$ cat src/rtl/puf_pkg.sv
// Shared types and helpers for the arbiter-PUF challenge sequencer.
package puf_pkg;

  localparam int CH_W   = 8;
  localparam int RESP_W = 8;

  // Taps of x^8+x^6+x^5+x^4+1 as a mask over challenge bits 7,5,4,3.
  localparam logic [CH_W-1:0] LFSR_TAPS = 8'hB8;

  typedef enum logic [1:0] {
    ST_IDLE  = 2'd0,
    ST_SETUP = 2'd1,
    ST_EVAL  = 2'd2,
    ST_OUT   = 2'd3
  } state_e;

  function automatic logic [CH_W-1:0] lfsr8_next(input logic [CH_W-1:0] c);
    return {c[CH_W-2:0], ^(c & LFSR_TAPS)};
  endfunction

endpackage

$ cat src/rtl/puf_majority_vote.sv
// Per-bit vote counters; majority includes the sample being taken this cycle.
module puf_majority_vote
  import puf_pkg::*;
#(
  parameter int NVOTE = 5
) (
  input  logic              clk,
  input  logic              rst_n,
  input  logic              clear,
  input  logic              sample_en,
  input  logic [RESP_W-1:0] resp,
  output logic [RESP_W-1:0] majority
);

  logic [3:0] cnt_q [RESP_W];
  logic [3:0] cnt_d [RESP_W];
  logic [4:0] tally;

  always_comb begin
    tally    = 5'd0;
    majority = '0;
    for (int i = 0; i < RESP_W; i++) begin
      cnt_d[i] = cnt_q[i];
      if (clear) begin
        cnt_d[i] = 4'd0;
      end else if (sample_en && resp[i]) begin
        cnt_d[i] = cnt_q[i] + 4'd1;
      end
      tally       = {1'b0, cnt_q[i]} + {4'd0, sample_en & resp[i]};
      majority[i] = (tally > 5'(NVOTE / 2));
    end
  end

  always_ff @(posedge clk or negedge rst_n) begin
    if (!rst_n) begin
      for (int i = 0; i < RESP_W; i++) cnt_q[i] <= 4'd0;
    end else begin
      for (int i = 0; i < RESP_W; i++) cnt_q[i] <= cnt_d[i];
    end
  end

endmodule

$ cat src/rtl/puf_challenge_sequencer.sv
// Walks an LFSR challenge sequence, evaluates each challenge NVOTE times on the
// PUF and streams majority-voted pairs. Output stream: a pair transfers on a
// rising edge where out_valid && out_ready; out_valid and its data hold until then.
module puf_challenge_sequencer
  import puf_pkg::*;
#(
  parameter int SETUP_CYC = 2,
  parameter int EVAL_CYC  = 4,
  parameter int NVOTE     = 5
) (
  input  logic              clk,
  input  logic              rst_n,
  input  logic              start,
  input  logic [CH_W-1:0]   seed,
  input  logic [7:0]        num_ch,
  output logic              busy,
  output logic              done,
  output logic              puf_en,
  output logic [CH_W-1:0]   puf_challenge,
  input  logic [RESP_W-1:0] puf_response,
  output logic              out_valid,
  input  logic              out_ready,
  output logic [CH_W-1:0]   out_challenge,
  output logic [RESP_W-1:0] out_response,
  output logic [1:0]        dbg_state
);

  state_e            state_q, state_d;
  logic [7:0]        cyc_q, cyc_d;
  logic [3:0]        rep_q, rep_d;
  logic [8:0]        remain_q, remain_d;
  logic [CH_W-1:0]   chal_q, chal_d;
  logic [CH_W-1:0]   out_ch_q, out_ch_d;
  logic [RESP_W-1:0] out_resp_q, out_resp_d;
  logic              busy_q, busy_d, done_q, done_d;
  logic              puf_en_q, puf_en_d, out_valid_q, out_valid_d;
  logic              sample_en, vote_clear, handshake;
  logic [RESP_W-1:0] majority;

  assign sample_en  = (state_q == ST_EVAL) && (cyc_q == 8'(EVAL_CYC - 1));
  assign handshake  = (state_q == ST_OUT) && out_ready;
  assign vote_clear = handshake || ((state_q == ST_IDLE) && start);

  puf_majority_vote #(.NVOTE(NVOTE)) u_vote (
    .clk       (clk),
    .rst_n     (rst_n),
    .clear     (vote_clear),
    .sample_en (sample_en),
    .resp      (puf_response),
    .majority  (majority)
  );

  always_comb begin
    state_d    = state_q;
    cyc_d      = cyc_q;
    rep_d      = rep_q;
    remain_d   = remain_q;
    chal_d     = chal_q;
    out_ch_d   = out_ch_q;
    out_resp_d = out_resp_q;
    case (state_q)
      ST_IDLE: begin
        if (start) begin
          state_d  = ST_SETUP;
          chal_d   = (seed == '0) ? CH_W'(1) : seed;
          remain_d = (num_ch == 8'd0) ? 9'd256 : {1'b0, num_ch};
          cyc_d    = 8'd0;
          rep_d    = 4'd0;
        end
      end
      ST_SETUP: begin
        if (cyc_q == 8'(SETUP_CYC - 1)) begin
          cyc_d   = 8'd0;
          state_d = ST_EVAL;
        end else begin
          cyc_d = cyc_q + 8'd1;
        end
      end
      ST_EVAL: begin
        if (sample_en) begin
          cyc_d = 8'd0;
          if (rep_q < 4'(NVOTE - 1)) begin
            rep_d   = rep_q + 4'd1;
            state_d = ST_SETUP;
          end else begin
            state_d    = ST_OUT;
            out_ch_d   = chal_q;
            out_resp_d = majority;
          end
        end else begin
          cyc_d = cyc_q + 8'd1;
        end
      end
      ST_OUT: begin
        if (out_ready) begin
          rep_d = 4'd0;
          if (remain_q == 9'd1) begin
            state_d = ST_IDLE;
          end else begin
            remain_d = remain_q - 9'd1;
            chal_d   = lfsr8_next(chal_q);
            state_d  = ST_SETUP;
          end
        end
      end
      default: state_d = ST_IDLE;
    endcase
  end

  // Outputs are registered from the next state so they align with it.
  always_comb begin
    busy_d      = (state_d != ST_IDLE);
    puf_en_d    = (state_d == ST_EVAL);
    out_valid_d = (state_d == ST_OUT);
    done_d      = handshake && (remain_q == 9'd1);
  end

  always_ff @(posedge clk or negedge rst_n) begin
    if (!rst_n) begin
      state_q     <= ST_IDLE;
      cyc_q       <= 8'd0;
      rep_q       <= 4'd0;
      remain_q    <= 9'd0;
      chal_q      <= '0;
      out_ch_q    <= '0;
      out_resp_q  <= '0;
      busy_q      <= 1'b0;
      done_q      <= 1'b0;
      puf_en_q    <= 1'b0;
      out_valid_q <= 1'b0;
    end else begin
      state_q     <= state_d;
      cyc_q       <= cyc_d;
      rep_q       <= rep_d;
      remain_q    <= remain_d;
      chal_q      <= chal_d;
      out_ch_q    <= out_ch_d;
      out_resp_q  <= out_resp_d;
      busy_q      <= busy_d;
      done_q      <= done_d;
      puf_en_q    <= puf_en_d;
      out_valid_q <= out_valid_d;
    end
  end

  assign busy          = busy_q;
  assign done          = done_q;
  assign puf_en        = puf_en_q;
  assign puf_challenge = chal_q;
  assign out_valid     = out_valid_q;
  assign out_challenge = out_ch_q;
  assign out_response  = out_resp_q;
  assign dbg_state     = state_q;

endmodule

$ cat config.mk
export PLATFORM = sky130hd
export DESIGN_NAME = puf_challenge_sequencer
export DESIGN_NICKNAME = d
export VERILOG_FILES = /design/src/rtl/puf_pkg.sv /design/src/rtl/puf_majority_vote.sv /design/src/rtl/puf_challenge_sequencer.sv
export SDC_FILE = /design/constraint.sdc
export NUM_CORES = 1
export LEC_CHECK = 0
export CAP_MARGIN = 20
export CELL_PAD_IN_SITES_DETAIL_PLACEMENT = 0
export CELL_PAD_IN_SITES_GLOBAL_PLACEMENT = 1
export CORE_ASPECT_RATIO = 0.5
export CORE_MARGIN = 5
export CORE_UTILIZATION = 43
export DETAILED_ROUTE_END_ITERATION = 8
export PLACE_DENSITY = 0.79
export SKIP_CTS_REPAIR_TIMING = 1
export SLEW_MARGIN = 20
export SYNTH_ARGS = -nofsm -noshare
export SYNTH_HDL_FRONTEND = slang
export SYNTH_HIERARCHICAL = 1
export SYNTH_SLANG_ARGS = --single-unit
$ cat constraint.sdc
create_clock -name clk -period 3 [get_ports clk]
set_input_delay 0.3 -clock clk [delete_from_list [all_inputs] [get_ports clk]]
set_output_delay 0.3 -clock clk [all_outputs]
set_load 0.05 [all_outputs]
# After elaboration in Yosys (flattened, before gate mapping)
# Cells that the tools add are included.
[totals]
word_cells = 144
regBits = 83
out_inout_bits = 30
input_bits = 28
[op_classes]
muxes = 42
n_reduce_logical = 33
order_cmp = 9
addsub = 19
n_eq_ne = 13
bitwise = 9
[ops]
columns = ["cell", "count"]
rows = [
  ["$mux W4", 20],
  ["$mux W8", 7],
  ["$add A4 B1 Y5", 8],
  ["$gt A5 B2 Y1 const B", 8],
  ["$add A4 B1 Y4 const B", 9],
  ["$mux W9", 4],
  ["$pmux W8 S3", 1],
  ["$reduce_bool A2 Y1", 10],
  ["$pmux W9 S2", 1],
  ["$logic_not A8 Y1", 2],
  ["$pmux W8 S2", 1],
  ["$logic_and A1 B1 Y1", 12],
  ["$pmux W4 S3", 1],
  ["$mux W2", 5],
  ["$eq A9 B1 Y1 const B", 1],
  ["$sub A9 B1 Y9 const B", 1],
  ["$add A8 B1 Y8 const B", 1],
  ["$and A1 B1 Y1", 8],
  ["$eq A2 B2 Y1 const B", 4],
  ["$eq A8 B1 Y1 const B", 1],
  ["$eq A8 B2 Y1 const B", 1],
  ["$pmux W2 S4", 1],
  ["$reduce_xor A8 Y1", 1],
  ["$ne A2 B2 Y1 const B", 3],
  ["12 further kinds", 14],
]

# Depth between registers and ports, before layout
[depth]
depth_word = 5
ltp_mapped = 13
ltp_nobuf = 12

# Modules after synthesis
# Netlist, hierarchy kept.
[by_module_without_submodules]
columns = ["module", "cells_per_inst", "instances", "seq_area_each_um2", "area_each_um2"]
rows = [
  ["puf_challenge_sequencer", 252, 1, 1276.2, 2601.2],
  ["puf_majority_vote", 213, 1, 800.8, 1914.3],
]

# Least setup slack after synthesis
# OpenSTA, ideal clock, no wires.
[synth_timing]
kind = "register to register"
from = "register state_q[1] (netlist: dbg_state[1])"
to = "register out_resp_q[2] (netlist: out_response[2])"
path_buffers = 1
setup_slack_ns = 0.375
path_stages_with_launch = 12
t_arrival_ns = 2.500
synth_period_minus_slack_ns = 2.625
setup_ns = 0.125
required_ns = 2.875
path_cell_list = "dfrtp_1 -> ha_1 -> inv_1 -> nor2_1 -> buf_6 -> nand2_4 -> inv_1 -> ha_1 -> ha_1 -> a21oi_1 -> o21ai_0 -> mux2_2"
[synth_between]
elab_chain_cells = 5
elab_cells_between_ends = 6
classes_between = "add/sub: 1; order compare: 1; eq/ne: 1; bitwise: 1; reduce/logical: 2"
[synth_rtl]
columns = ["element", "line", "source"]
rows = [
  ["start: declaration", "puf_challenge_sequencer.sv:28", "state_e state_q, state_d;"],
  ["start signal: assignment", "puf_challenge_sequencer.sv:132", "state_q <= state_d;"],
  ["$eq A2 B2 Y1", "puf_challenge_sequencer.sv:40", "assign sample_en = (state_q == ST_EVAL) && (cyc_q == 8'(EVAL_CYC - 1));"],
  ["$logic_and A1 B1 Y1", "puf_challenge_sequencer.sv:40", ""],
  ["net sample_en", "puf_challenge_sequencer.sv:37", "logic sample_en, vote_clear, handshake;"],
  ["$and A1 B1 Y1", "puf_majority_vote.sv:29", "tally = {1'b0, cnt_q[i]} + {4'd0, sample_en & resp[i]};"],
  ["$add A4 B1 Y5", "puf_majority_vote.sv:29", ""],
  ["$gt A5 B2 Y1", "puf_majority_vote.sv:30", "majority[i] = (tally > 5'(NVOTE / 2));"],
  ["net majority[2]", "puf_challenge_sequencer.sv:38", "logic [RESP_W-1:0] majority;"],
  ["end signal: assignment", "puf_challenge_sequencer.sv:138", "out_resp_q <= out_resp_d;"],
  ["end: declaration", "puf_challenge_sequencer.sv:34", "logic [RESP_W-1:0] out_resp_q, out_resp_d;"],
]
# The timed path passes the listed nets, and every way through them passes these cells.
# A chain may end at the register's enable or synchronous reset.

# Final worst setup path
[layout_timing]
from = "register cyc_q[2]"
to = "register out_resp_q[0] (netlist: out_response[0])"
[layout_between]
elab_chain_cells = 5
elab_cells_between_ends = 6
classes_between = "add/sub: 1; order compare: 1; eq/ne: 1; bitwise: 1; reduce/logical: 2"
[layout_rtl]
columns = ["element", "line", "source"]
rows = [
  ["start: declaration", "puf_challenge_sequencer.sv:29", "logic [7:0] cyc_q, cyc_d;"],
  ["start signal: assignment", "puf_challenge_sequencer.sv:133", "cyc_q <= cyc_d;"],
  ["$eq A8 B2 Y1", "puf_challenge_sequencer.sv:40", ""],
  ["$logic_and A1 B1 Y1", "puf_challenge_sequencer.sv:40", ""],
  ["net sample_en", "puf_challenge_sequencer.sv:37", ""],
  ["$and A1 B1 Y1", "puf_majority_vote.sv:29", ""],
  ["$add A4 B1 Y5", "puf_majority_vote.sv:29", ""],
  ["$gt A5 B2 Y1", "puf_majority_vote.sv:30", ""],
  ["net majority[0]", "puf_challenge_sequencer.sv:38", ""],
]
# The timed path passes the listed nets, and every way through them passes these cells.

==> summary.json <==
{
  "leading_register_cell_type_out_of_synthesis": {"value": "sky130_fd_sc_hd__dfrtp_1"},
  "worst_slew_pin_slew": {"value": 0.752, "unit": "ns"},
  "port-buffer-count": {"value": 57},
  "power.share.switching": {"value": 38.0, "unit": "%"},
  "worst_setup_path_end_kind": {"value": "flip-flop"},
  "clock-root-buffer": {"value": "sky130_fd_sc_hd__clkbuf_16"},
  "cts.reportedPaths.clkPinSlew": {"value": 0.06, "unit": "ns"},
  "initial_core_util": {"value": 44.2, "unit": "%"},
  "internal_power": {"value": 2510, "unit": "uW"},
  "h_tree_depth_reported_by_cts": {"value": 3},
  "critical_path.most_common_cell": {"value": "sky130_fd_sc_hd__ha_1"},
  "synth.top_cells.by_area": {"value": "sky130_fd_sc_hd__dfrtp_1 46%, sky130_fd_sc_hd__ha_1 9.4%, sky130_fd_sc_hd__a21oi_1 4.9%, sky130_fd_sc_hd__mux2_2 4.2%, sky130_fd_sc_hd__nand2_1 3.9%"},
  "status": {"value": "complete, but fails checks"},
  "final.setup.tns": {"value": 0, "unit": "ns"},
  "achievable-frequency": {"value": 376, "unit": "MHz"},
  "worst-r2r-setup-slack": {"value": 0.34, "unit": "ns"},
  "syn_to_final_growth": {"value": 23.7, "unit": "%"},
  "core_area": {"value": 10200, "unit": "um^2"},
  "net_total_in_the_final_layout": {"value": 591},
  "critical_path.startpoint_type": {"value": "flip-flop"},
  "ys_seq_area_share": {"value": 46.0, "unit": "%"},
  "cpMaxStageDelayCell": {"value": "sky130_fd_sc_hd__dfrtp_1"},
  "mean_cell_area_of_the_mapped_netlist": {"value": 9.71, "unit": "um^2"},
  "power.share.clock": {"value": 28.8, "unit": "%"},
  "cellLeakagePower": {"value": 0.00261, "unit": "uW"},
  "synth_area": {"value": 4520, "unit": "um^2"},
  "rows": {"value": 26},
  "routabilityCongestion": {"value": 0.777},
  "max_cap_violations": {"value": 0},
  "pwr-share-seq": {"value": 35.5, "unit": "%"},
  "synthesis.nets": {"value": 527},
  "synth_cells": {"value": 465},
  "die_span_x": {"value": 155, "unit": "um"},
  "synth_enable_flop_cells": {"value": 0},
  "postLayoutCellArea": {"value": 5590, "unit": "um^2"},
  "cp_data_arrival_time": {"value": 2.88, "unit": "ns"},
  "slew_headroom": {"value": 49.8, "unit": "%"},
  "grt_pass1_vias": {"value": 3463},
  "route.vias.total": {"value": 3511},
  "setup-violations-final": {"value": 0},
  "cp_top_family": {"value": "simple AND/OR/NAND/NOR gates"},
  "cts_buffers": {"value": 9},
  "drt-total-wl": {"value": 9570, "unit": "um"},
  "antenna_cells": {"value": 0},
  "placement.cell_area": {"value": 5280, "unit": "um^2"},
  "ant_nets": {"value": 0},
  "worst_path_largest_cell_delay": {"value": 0.45, "unit": "ns"},
  "combinationalPowerShare": {"value": 35.7, "unit": "%"},
  "critical_path.max_fanout": {"value": 24},
  "layout-drive-gt1-share": {"value": 9.94, "unit": "%"},
  "fillers": {"value": 943},
  "first_pass_iters": {"value": 4},
  "power.density_cell_area": {"value": 723, "unit": "nW/um^2"},
  "synth_area_leader_cell": {"value": "sky130_fd_sc_hd__dfrtp_1"},
  "tritoncts": {"value": "yes"},
  "cts.sink_count": {"value": 83},
  "drc_violations_left": {"value": 0},
  "design.portCount": {"value": 58},
  "vdd_drop_max": {"value": 0.317, "unit": "mV"},
  "fin_skew": {"value": 0.00349, "unit": "ns"},
  "p_total": {"value": 4040, "unit": "uW"},
  "worstRegToRegCells": {"value": 11},
  "post-synth-top-count-cell": {"value": "sky130_fd_sc_hd__dfrtp_1"},
  "grt_max_degree": {"value": 47},
  "place.detailed.hpwl": {"value": 6600, "unit": "um"},
  "async_flop_share": {"value": 100, "unit": "%"},
  "path_cells": {"value": "nor4_4, nand3_2, nor2_2, buf_12, nand2_1, inv_1, ha_1, ha_1, a21oi_1, o21ai_0, mux2_2"},
  "warnings_from_yosys": {"value": 6},
  "overflow": {"value": 0},
  "final.hold.worst_slack": {"value": -0.0243, "unit": "ns"},
  "timing.final.hold_violations": {"value": 44},
  "critical_path.reg2reg.startpoint": {"value": "cyc_q[2]$_DFFE_PN0P_"},
  "netlist.area_leader.share": {"value": 46.0, "unit": "%"},
  "worstSetupPathType": {"value": "reg2reg"},
  "clock_latency": {"value": 0.34, "unit": "ns"},
  "ys_top_cells_by_count": {"value": "83 x sky130_fd_sc_hd__dfrtp_1, 47 x sky130_fd_sc_hd__nand2_1, 44 x sky130_fd_sc_hd__a21oi_1"},
  "worst_hold_path_type": {"value": "in2async"},
  "synth.lib_cells_used.distinct": {"value": 50},
  "switching_power": {"value": 1530, "unit": "uW"},
  "fp.dieH": {"value": 82.5, "unit": "um"},
  "synth-seq-cells": {"value": 83},
  "setup_repair_after_global_routing_missed_its_margin": {"value": "false"},
  "cp.buffers_inverters": {"value": 2},
  "design.die.area": {"value": 12800, "unit": "um^2"},
  "r2r_end": {"value": "out_response[0]$_DFFE_PN0P_"},
  "period_minus_slack": {"value": 2.66, "unit": "ns"},
  "critPathRequiredTime": {"value": 3.22, "unit": "ns"},
  "slew_viol_final": {"value": 0},
  "fin_crit_sh": {"value": 88.6, "unit": "%"},
  "violated_checks": {"value": "negative hold slack"},
  "routed_via_density": {"value": 5.22},
  "initial_antenna_violation_count": {"value": 0},
  "detail_route.wl_per_cell": {"value": 14.2, "unit": "um"},
  "ctsLongestPathBuffers": {"value": 2},
  "initialDrtViolationCount": {"value": 200},
  "grt_first_pass_wirelength": {"value": 16600, "unit": "um"},
  "global_route.usage.total": {"value": 16.2, "unit": "%"}
}
## metal layers
layer	routed length (um)	up-vias	global-route usage (%)
met5	0	-	0
met3	410	11	4.32
met1	4550	1659	20.7
met2	4470	64	27.1
li1	-	1777	-
met4	143	0	5.73
## registers in the layout, summed over array words and instances, names as in the netlist
register / cells
done: 1
rep_q: 4
dbg_state: 2
puf_challenge: 8
puf_en: 1
cyc_q: 8
out_challenge: 8
out_response: 8
remain_q: 9
u_vote/cnt_q: 32
busy: 1
out_valid: 1
## cell type report
cell class,instances,area [um^2],share of cell area (%)
flip-flops and latches,83,2080,37.2
inverters,18,67.6,1.21
repair buffers,65,641,11.5
well taps,140,175,3.13
clock inverters,5,78.8,1.41
clock buffers,10,229,4.10
multi-input cells,352,2320,41.5
## placed cells by master (no fill, tap or decap), drive strengths merged, types with 9 or more instances in the layout
cell / n
a21oi: 44
buf: 9
clkbuf: 10
clkdlybuf4s50: 56
dfrtp: 83
ha: 34
inv: 18
mux2: 17
nand2: 50
nand3: 30
nor2: 42
o21ai: 34
or3: 10
xor2: 18
## logic make-up after synthesis
logic type / share of synthesized area, %
adders and majority gates: 9.42
muxes: 6.01
and+or+nand+nor: 17.7
xor gates and xnor gates: 4.46
AOI/OAI and AO/OA: 13.6
buffers and inverters: 2.80
DFF: 46.0
## power by group through the flow
stage	clock network [uW]	logic, uW	registers [uW]
5_1_grt	1250	1590	1460
6_report	1160	1440	1440
4_1_cts	1190	1450	1430
2_1_floorplan	0	722	1700
3_3_place_gp	0	1430	1450
3_5_place_dp	0	1440	1450
## metrics by stage
stage	instances	setup slack [ns]	util, %
floorplan	465	0.375	-
global placement	658	0.328	51.6
detailed placement	658	0.272	51.6
CTS	673	0.237	54.7
global route	673	0.0287	54.7
finish	673	0.341	54.7
## worst max-delay path by stage
stage,startpoint,to,slack [ns],depth (start not counted)
3_5_place_dp,cyc_q[2]$_DFFE_PN0P_,out_response[0]$_DFFE_PN0P_,0.27,11
4_1_cts,cyc_q[2]$_DFFE_PN0P_,out_response[0]$_DFFE_PN0P_,0.24,11
5_1_grt,cyc_q[2]$_DFFE_PN0P_,out_response[7]$_DFFE_PN0P_,0.03,12
3_3_place_gp,cyc_q[2]$_DFFE_PN0P_,out_response[4]$_DFFE_PN0P_,0.33,11
2_1_floorplan,dbg_state[1]$_DFF_PN0_,out_response[2]$_DFFE_PN0P_,0.37,11
6_report,cyc_q[2]$_DFFE_PN0P_,out_response[0]$_DFFE_PN0P_,0.34,11
## worst reg2reg max path, stage by stage, from the launching register on
cell                      delay, ns
sky130_fd_sc_hd__dfrtp_1       0.45
sky130_fd_sc_hd__nor4_4        0.40
sky130_fd_sc_hd__nand3_2       0.24
sky130_fd_sc_hd__nor2_2        0.18
sky130_fd_sc_hd__buf_12        0.19
sky130_fd_sc_hd__nand2_1       0.14
sky130_fd_sc_hd__inv_1         0.08
sky130_fd_sc_hd__ha_1          0.16
sky130_fd_sc_hd__ha_1          0.23
sky130_fd_sc_hd__a21oi_1       0.12
sky130_fd_sc_hd__o21ai_0       0.10
sky130_fd_sc_hd__mux2_2        0.26
No activity file was read; power rests on OpenSTA's default activity.
